<file path="config.mk">
export PLATFORM = sky130hd
export DESIGN_NAME = morra_tabellone
export DESIGN_NICKNAME = d
export VERILOG_FILES = /design/src/rtl/morra_tabellone.sv
export SDC_FILE = /design/constraint.sdc
export NUM_CORES = 1
export LEC_CHECK = 0
export CORE_MARGIN = 3
export CORE_UTILIZATION = 55
export CTS_BUF_LIST = sky130_fd_sc_hd__clkbuf_8 sky130_fd_sc_hd__clkbuf_16
export DETAILED_ROUTE_END_ITERATION = 12
export DONT_BUFFER_PORTS = 1
export GPL_TIMING_DRIVEN = 0
export PLACE_DENSITY = 0.77
export SETUP_SLACK_MARGIN = 0.2
export SYNTH_ARGS = -nofsm -noshare
export SYNTH_HDL_FRONTEND = slang
export SYNTH_SLANG_ARGS = --single-unit
</file>
<file path="constraint.sdc">
create_clock -name clk -period 1.9 [get_ports clk]
set_input_delay 0.475 -clock clk [delete_from_list [all_inputs] [get_ports clk]]
set_output_delay 0.475 -clock clk [all_outputs]
set_load 0.1 [all_outputs]
</file>
<file path="src/rtl/morra_tabellone.sv">
// -----------------------------------------------------------------------------
// morra_tabellone
//   Scoreboard stage placed after the Morra Cinese game FSM. It samples the
//   per-round result (manche) and the match result (partita) every clock. It
//   accumulates per-player round wins, draws, the valid-round total and the
//   current winning streak, and it latches the final match outcome. The
//   outputs drive display/report logic only; nothing feeds back into the game.
//
// Ports
//   clk           in   1        rising-edge clock
//   in            in   1        synchronous active-high reset (new game)
//   manche        in   2        round result: 00 none, 01 P1, 10 P2, 11 draw
//   partita       in   2        match result: 00 running, 01 P1, 10 P2, 11 draw
//   vinte_primo   out  CNT_W    rounds won by player 1 (saturating)
//   vinte_secondo out  CNT_W    rounds won by player 2 (saturating)
//   pareggi       out  CNT_W    drawn rounds (saturating)
//   valide        out  CNT_W    valid rounds, manche != 00 (saturating)
//   serie         out  SERIE_W  current consecutive-win streak length
//   serie_chi     out  2        streak owner: 00 none, 01 P1, 10 P2
//   fine          out  1        match finished (latched)
//   vincitore     out  2        partita value latched at match end
//
// Build option
//   TABELLONE_SERIE_EN  when defined the streak tracker is built; otherwise
//                       serie and serie_chi are tied to zero.
//
// All outputs are registered: each update appears one edge after sampling.
// -----------------------------------------------------------------------------
module morra_tabellone #(
  parameter int unsigned CNT_W   = 5,
  parameter int unsigned SERIE_W = 3
) (
  input  logic               clk,
  input  logic               in,
  input  logic [1:0]         manche,
  input  logic [1:0]         partita,
  output logic [CNT_W-1:0]   vinte_primo,
  output logic [CNT_W-1:0]   vinte_secondo,
  output logic [CNT_W-1:0]   pareggi,
  output logic [CNT_W-1:0]   valide,
  output logic [SERIE_W-1:0] serie,
  output logic [1:0]         serie_chi,
  output logic               fine,
  output logic [1:0]         vincitore
);

  typedef enum logic [1:0] {
    ATTESA = 2'b00,
    GIOCO  = 2'b01,
    FINE   = 2'b10
  } stato_t;

  // Round result codes
  localparam logic [1:0] M_NONE = 2'b00;
  localparam logic [1:0] M_P1   = 2'b01;
  localparam logic [1:0] M_P2   = 2'b10;
  localparam logic [1:0] M_DRAW = 2'b11;

  stato_t             stato_q;
  logic [CNT_W-1:0]   vp_q;
  logic [CNT_W-1:0]   vs_q;
  logic [CNT_W-1:0]   par_q;
  logic [CNT_W-1:0]   val_q;
  logic               fine_q;
  logic [1:0]         vinc_q;

  // Rounds are only counted while the match is live.
  logic               attivo;
  assign attivo = (stato_q == ATTESA) || (stato_q == GIOCO);

  function automatic logic [CNT_W-1:0] sat_inc(input logic [CNT_W-1:0] v);
    return (v == '1) ? v : v + CNT_W'(1);
  endfunction

  // ---------------------------------------------------------------------------
  // Match FSM with registered counters and latched outcome
  // ---------------------------------------------------------------------------
  always_ff @(posedge clk) begin
    if (in) begin
      stato_q <= ATTESA;
      vp_q    <= '0;
      vs_q    <= '0;
      par_q   <= '0;
      val_q   <= '0;
      fine_q  <= 1'b0;
      vinc_q  <= '0;
    end else begin
      case (stato_q)
        ATTESA, GIOCO: begin
          // The round sampled alongside a match end is still counted.
          unique case (manche)
            M_P1: begin
              vp_q  <= sat_inc(vp_q);
              val_q <= sat_inc(val_q);
            end
            M_P2: begin
              vs_q  <= sat_inc(vs_q);
              val_q <= sat_inc(val_q);
            end
            M_DRAW: begin
              par_q <= sat_inc(par_q);
              val_q <= sat_inc(val_q);
            end
            default: ;
          endcase

          if (partita != 2'b00) begin
            stato_q <= FINE;
            fine_q  <= 1'b1;
            vinc_q  <= partita;
          end else if (manche != M_NONE) begin
            stato_q <= GIOCO;
          end
        end

        FINE: begin
          // Everything holds until the next reset.
          stato_q <= FINE;
        end

        default: begin
          stato_q <= ATTESA;
        end
      endcase
    end
  end

  assign vinte_primo   = vp_q;
  assign vinte_secondo = vs_q;
  assign pareggi       = par_q;
  assign valide        = val_q;
  assign fine          = fine_q;
  assign vincitore     = vinc_q;

  // ---------------------------------------------------------------------------
  // Winning-streak tracker
  // ---------------------------------------------------------------------------
`ifdef TABELLONE_SERIE_EN
  logic [SERIE_W-1:0] serie_q, serie_d;
  logic [1:0]         chi_q,   chi_d;

  always_comb begin
    serie_d = serie_q;
    chi_d   = chi_q;
    if (attivo) begin
      unique case (manche)
        M_P1, M_P2: begin
          if (manche == chi_q) begin
            serie_d = (serie_q == '1) ? serie_q : serie_q + SERIE_W'(1);
          end else begin
            serie_d = SERIE_W'(1);
            chi_d   = manche;
          end
        end
        M_DRAW: begin
          serie_d = '0;
          chi_d   = 2'b00;
        end
        default: ;
      endcase
    end
  end

  always_ff @(posedge clk) begin
    if (in) begin
      serie_q <= '0;
      chi_q   <= '0;
    end else begin
      serie_q <= serie_d;
      chi_q   <= chi_d;
    end
  end

  assign serie     = serie_q;
  assign serie_chi = chi_q;
`else
  logic unused_attivo;
  assign unused_attivo = attivo;
  assign serie         = '0;
  assign serie_chi     = '0;
`endif

endmodule

</file>
---- Yosys cells after proc, flatten, opt, wreduce, memory -nomap -nowiden ----
Index checks and enable logic that the tools add are counted.
operators by class
  add/subtract/negate cells ............... 4
  eq/ne operators ......................... 10
  muxes and demuxes ....................... 3
  bitwise gates (word level) .............. 4
  reduce and logical (&&, ||, !) cells .... 10
operators by type and width
  kind                                                  count
  adder 5 x 1 -> 5 bit (second input constant)          4
  equality test 5 bit (second input constant)           4
  AND reduction 3 bit                                   4
  equality test 2 bit (second input constant)           3
  equality test 2 x 1 -> 1 bit (second input constant)  2
  two-way mux 2 bit                                     2
  NOT 1 bit                                             4
  one-hot mux 2 bit (2 select lines)                    1
  nonzero test 2 bit                                    2
  != test 3 bit (second input constant)                 1
  OR reduction 3 bit                                    1
  zero test 2 bit                                       1
  AND reduction 2 bit                                   1
  OR reduction 2 bit                                    1
storage, ports and cells
  bits in registers ....................... 25
  input bits .............................. 6
  output and inout port bits .............. 28
  word-level logic and storage cells ...... 38

---- Longest topological paths before layout ----
Gate-level depths: netlist (run 1).
  depth in word-level cells ............... 4
  depth in mapped cells ................... 7
  depth with buffers taken out ............ 6

---- Worst setup path after synthesis (run 1) ----
OpenSTA, ideal clock, no wires.
  path type ............................... register to register
  start ................................... register par_q[0], in the netlist pareggi[0]
  end ..................................... register par_q[3], in the netlist pareggi[3]
  setup time .............................. 121 ps
  data arrival time ....................... 2373 ps
  data required time ...................... 1779 ps
  path slack .............................. -594 ps
  stages on the path, launching flop included .. 8
  buffers on the path ..................... 1
  period minus slack after synthesis ...... 2494 ps
  cells stage by stage .................... dfxtp_1 > ha_1 > and3_1 > ha_1 > and4bb_2 > buf_2 > nand4_1 > mux2_2
on the way
  longest elaborated chain between the ends .. 3
  elaborated cells between the ends (all ways) .. 4
  classes of those cells .................. add/sub: 1; eq/ne: 1; bitwise: 1; reduce/logical: 1
ends and longest elaborated chain
  item                                                          RTL line  source
  start, declared                                               62        logic [CNT_W-1:0] par_q;
  start signal, assigned                                        101       par_q <= sat_inc(par_q);
  branches (longest 3 deep; another with adder 5 x 1 -> 5 bit)  n/a
Several ways; the timed one is not identified.
A chain may end at the register's enable or synchronous reset.

---- Final worst setup path (run 1) ----
  start ................................... register val_q[0], in the netlist valide[0]
  end ..................................... register val_q[2], in the netlist valide[2]
on the way
  longest elaborated chain between the ends .. 3
  elaborated cells between the ends (all ways) .. 4
  classes of those cells .................. add/sub: 1; eq/ne: 1; bitwise: 1; reduce/logical: 1
ends and longest elaborated chain
  item                                                          RTL line  source
  start, declared                                               63        logic [CNT_W-1:0] val_q;
  start signal, assigned                                        94        val_q <= sat_inc(val_q);
  start signal, assigned                                        98        val_q <= sat_inc(val_q);
  start signal, assigned                                        102       val_q <= sat_inc(val_q);
  branches (longest 3 deep; another with adder 5 x 1 -> 5 bit)  n/a
Several ways; the timed one is not identified.

==> impl_metrics.toml, run 1 <==
[run_status]
status = "finished, violations left"
violations = "setup timing"

[logic_synthesis]
ys_seq_elements = 25
synth_cells = 127
synth.top_cell.area_share = 0.4090
netlist_top_cells_area = "dfxtp_1 (41%), ha_1 (8.2%), nor2_1 (5.5%)"
postSynthAreaPerCell_um2 = 9.635
synth_top_cell_by_area = "dfxtp_1"
synth-seq-area-share = 0.4090
syn_area_um2 = 1224
synth.distinct_cells = 34
yosys_warnings = 0

[flow_run]
cap_violations = 0

[placement]
pre_cts_ws_ns = -0.1926
dp.final_hpwl_mm = 1.703
gp_congestion = 0.6890
dp.cells = 158
post_dp_cell_area_um2 = 1444
io_buffers = 0

[floorplanning]
die_x_um = 53.17
coreArea_um2 = 2042
die_area_um2 = 2827
die_h_um = 53.17
ios = 34
initial_core_util = 0.5993
rows = 16

[timing]
period_minus_slack_ns = 1.961
post-route-period-util = 1.032
setup_violations = 4
worst_slack_ns = -0.06140
max_freq_ghz = 0.5098
finalClockSkew_ns = 0.002398
relSlewSlack = 0.6095
tightest_slew_ns = 0.5857
hold_viol_final = 0
slew_violations = 0
rsz0062_at_grt = "true"

[clocking]
clk_pin_slew_ns = 0.08
cts_hold_buf = 0
cts_sinks = 25
clk_root_buffer_cell = "clkbuf_8"
cts.htree.levels = 1
clockBufferDepth = 2
clock_latency_ns = 0.26
cts-buffers-inserted = 3
cts_tree = "yes"

[pwr]
p_leak_nw = 0.6319
ir_worst_vdd_mv = 0.7046
powerDensity_nw_per_um2 = 716.9
finalPower_mw = 1.180

[final_layout]
syn2layout_area_growth_pct = 34.56
layout-drive-gt1-share = 0.5278
design_area_um2 = 1647
layout.nets = 159
stdcell_count = 171
diodes = 0

[setup_path]
slowest_stage = "dfxtp_4"
worstReg2RegStart = "valide[0]"
crit_required_ns = 2.09
endpoint = "valide[2]"
cp_common_cell = "ha_4"
crit_type = "register to register"
r2r_end = "valide[2]"
arrival_ns = 2.15
critPathMaxFanout = 7
endpoint_kind = "register"
setup.worst_path.start_class = "register"
slowest_delay_ns = 0.47
crit_chain = "ha_4 -> and3_4 -> ha_4 -> or2_0 -> buf_4 -> or4_4 -> a21oi_2"
ff2ff_setup_slack_ns = -0.06
worstSetupStartpoint = "valide[0]"
r2r_cells = 7

[grt]
grtUsageTotal = 0.1940
grt_antenna_before_repair = 0
grt_pass1_vias = 978
grt-ovfl-total = 0
grt_max_degree = 15
grt_pass1_wl_mm = 4.008

[drt]
routed_wl_mm = 2.446
drt_iter0_markers = 5
vias = 974
first_pass_iters = 4
ant_nets = 0
routedWlPerCell_um = 14.30
routed_via_density = 5.696
drc = 0

[min_path]
hold_path.class = "primary input to register"
-- per-layer routing --
metal	up-vias	global-route usage	wire, um
li1	480	-	-
met1	458	0.2241	1085
met2	34	0.3388	1172
met3	2	0.04225	178
met4	0	0.08511	9
met5	-	0	0
-- cell families after synthesis --
logic type | after synthesis | share of synthesized area
AO/OA/AOI/OAI | 23 | 0.1155
XOR/XNOR | 3 | 0.02148
adder cells (fa/ha/maj) | 8 | 0.08180
buffers and inverters | 14 | 0.06646
flip-flops | 25 | 0.4090
multiplexers | 9 | 0.07669
other | 1 | 0.003065
AND/OR/NAND/NOR | 44 | 0.2260
-- registers in the layout (all words and copies together), names as in the netlist --
register and count:
vinte_secondo 5, pareggi 5, vinte_primo 5, fine 1, vincitore 2, valide 5
stato_q 2
-- report_power, final --
group          switching (mW)  internal (mW)
logic                   0.105         0.0782
registers               0.154          0.540
clock network           0.157          0.146
-- how the worst min path moves through the flow --
| stage | startpoint | endpoint | slack (ns) | cells past startpoint |
|---|---|---|---|---|
| floorplan | stato_q[0] | stato_q[0] | 0.45 | 1 |
| global placement | stato_q[0] | stato_q[0] | 0.46 | 1 |
| detailed placement | stato_q[0] | stato_q[0] | 0.47 | 1 |
| CTS | manche[1] | stato_q[0] | 0.32 | 1 |
| global route | manche[1] | stato_q[0] | 0.31 | 1 |
| finish | manche[1] | stato_q[0] | 0.33 | 1 |
-- stage by stage --
step,hold WS (ns),setup TNS [ns],util
detailed placement,0.4662,-0.5872,0.7071
global placement,0.4588,-0.3201,0.7071
global route,0.3115,-0.4943,0.8064
floorplan,0.4469,-0.1160,-
CTS,0.3236,-0.1405,0.7972
finish,0.3283,-0.1567,0.8064
-- worst max-delay path, delay by kind of cell (launching register included) --
kind            cells  cell delay, ns
simple gates        3            0.78
buf+inv             1            0.16
flops               1            0.47
fa+ha+maj           2            0.35
compound gates      1            0.13
-- synthesized netlist by cell type --
cell and count:
buf_6 1, dfxtp_1 25, conb_1 1, nor4_1 1
and4bb_2 1, o21ai_0 4, ha_1 8, o31a_1 1
clkbuf_1 2, mux2_1 2, nand2b_1 4, or2_0 1
o31ai_1 2, a31o_2 3, a2bb2oi_1 1, nor4b_4 2
o21bai_1 1, nand3_1 1, buf_4 5, nand4_1 3
and3_1 4, buf_1 1, or3_1 1, mux2_2 1
nor2_1 18, mux2i_1 6, inv_1 3, nand3b_1 2
a21oi_1 11, buf_2 2, nor2b_1 3, or2b_1 1
xnor2_1 3, or4_1 2
-- cell usage in the layout (no fill, tap or decap), types with 3 or more instances in the layout --
cell,Yosys,routed
and3_4,0,4
buf_6,1,5
nor2b_1,3,3
mux2i_1,6,6
xnor2_2,0,3
nand2b_1,4,4
dfxtp_4,0,10
conb_1,1,5
ha_4,0,8
a21oi_2,0,5
dfxtp_2,0,13
buf_4,5,12
inv_1,3,3
nor2_1,18,18
nand4_1,3,3
clkbuf_8,0,3
a21oi_1,11,6
-- cell type report --
class / count / area, um^2
buffer: 11 / 80.08
tap: 27 / 33.78
timing repair buffer: 9 / 78.83
inverter: 3 / 11.26
sequential: 25 / 554.3
clock buffer: 3 / 41.29
fill: 131 / 395.4
clock inverter: 1 / 5.005
multi-input combinational: 92 / 842.1
-- what timing repair did --
| action | 4_1_cts | 5_1_grt |
|---|---|---|
| buffers inserted | 9 | 0 |
| pin swaps | 6 | 3 |
| setup endpoints to repair | 23 | 20 |
| resized for setup | 16 | 7 |
No activity file was read; power rests on OpenSTA's default activity.
==> inputs of run 2 (changes only) <==
--- a/config.mk
+++ b/config.mk
@@ -10,9 +10,11 @@
 export CTS_BUF_LIST = sky130_fd_sc_hd__clkbuf_8 sky130_fd_sc_hd__clkbuf_16
 export DETAILED_ROUTE_END_ITERATION = 12
 export DONT_BUFFER_PORTS = 1
+export GPL_ROUTABILITY_DRIVEN = 0
 export GPL_TIMING_DRIVEN = 0
 export PLACE_DENSITY = 0.77
 export SETUP_SLACK_MARGIN = 0.2
+export SLEW_MARGIN = 20
 export SYNTH_ARGS = -nofsm -noshare
 export SYNTH_HDL_FRONTEND = slang
 export SYNTH_SLANG_ARGS = --single-unit
==> results of run 2 <==
No change in the layout: final DEF, timing and power equal those of run 1.
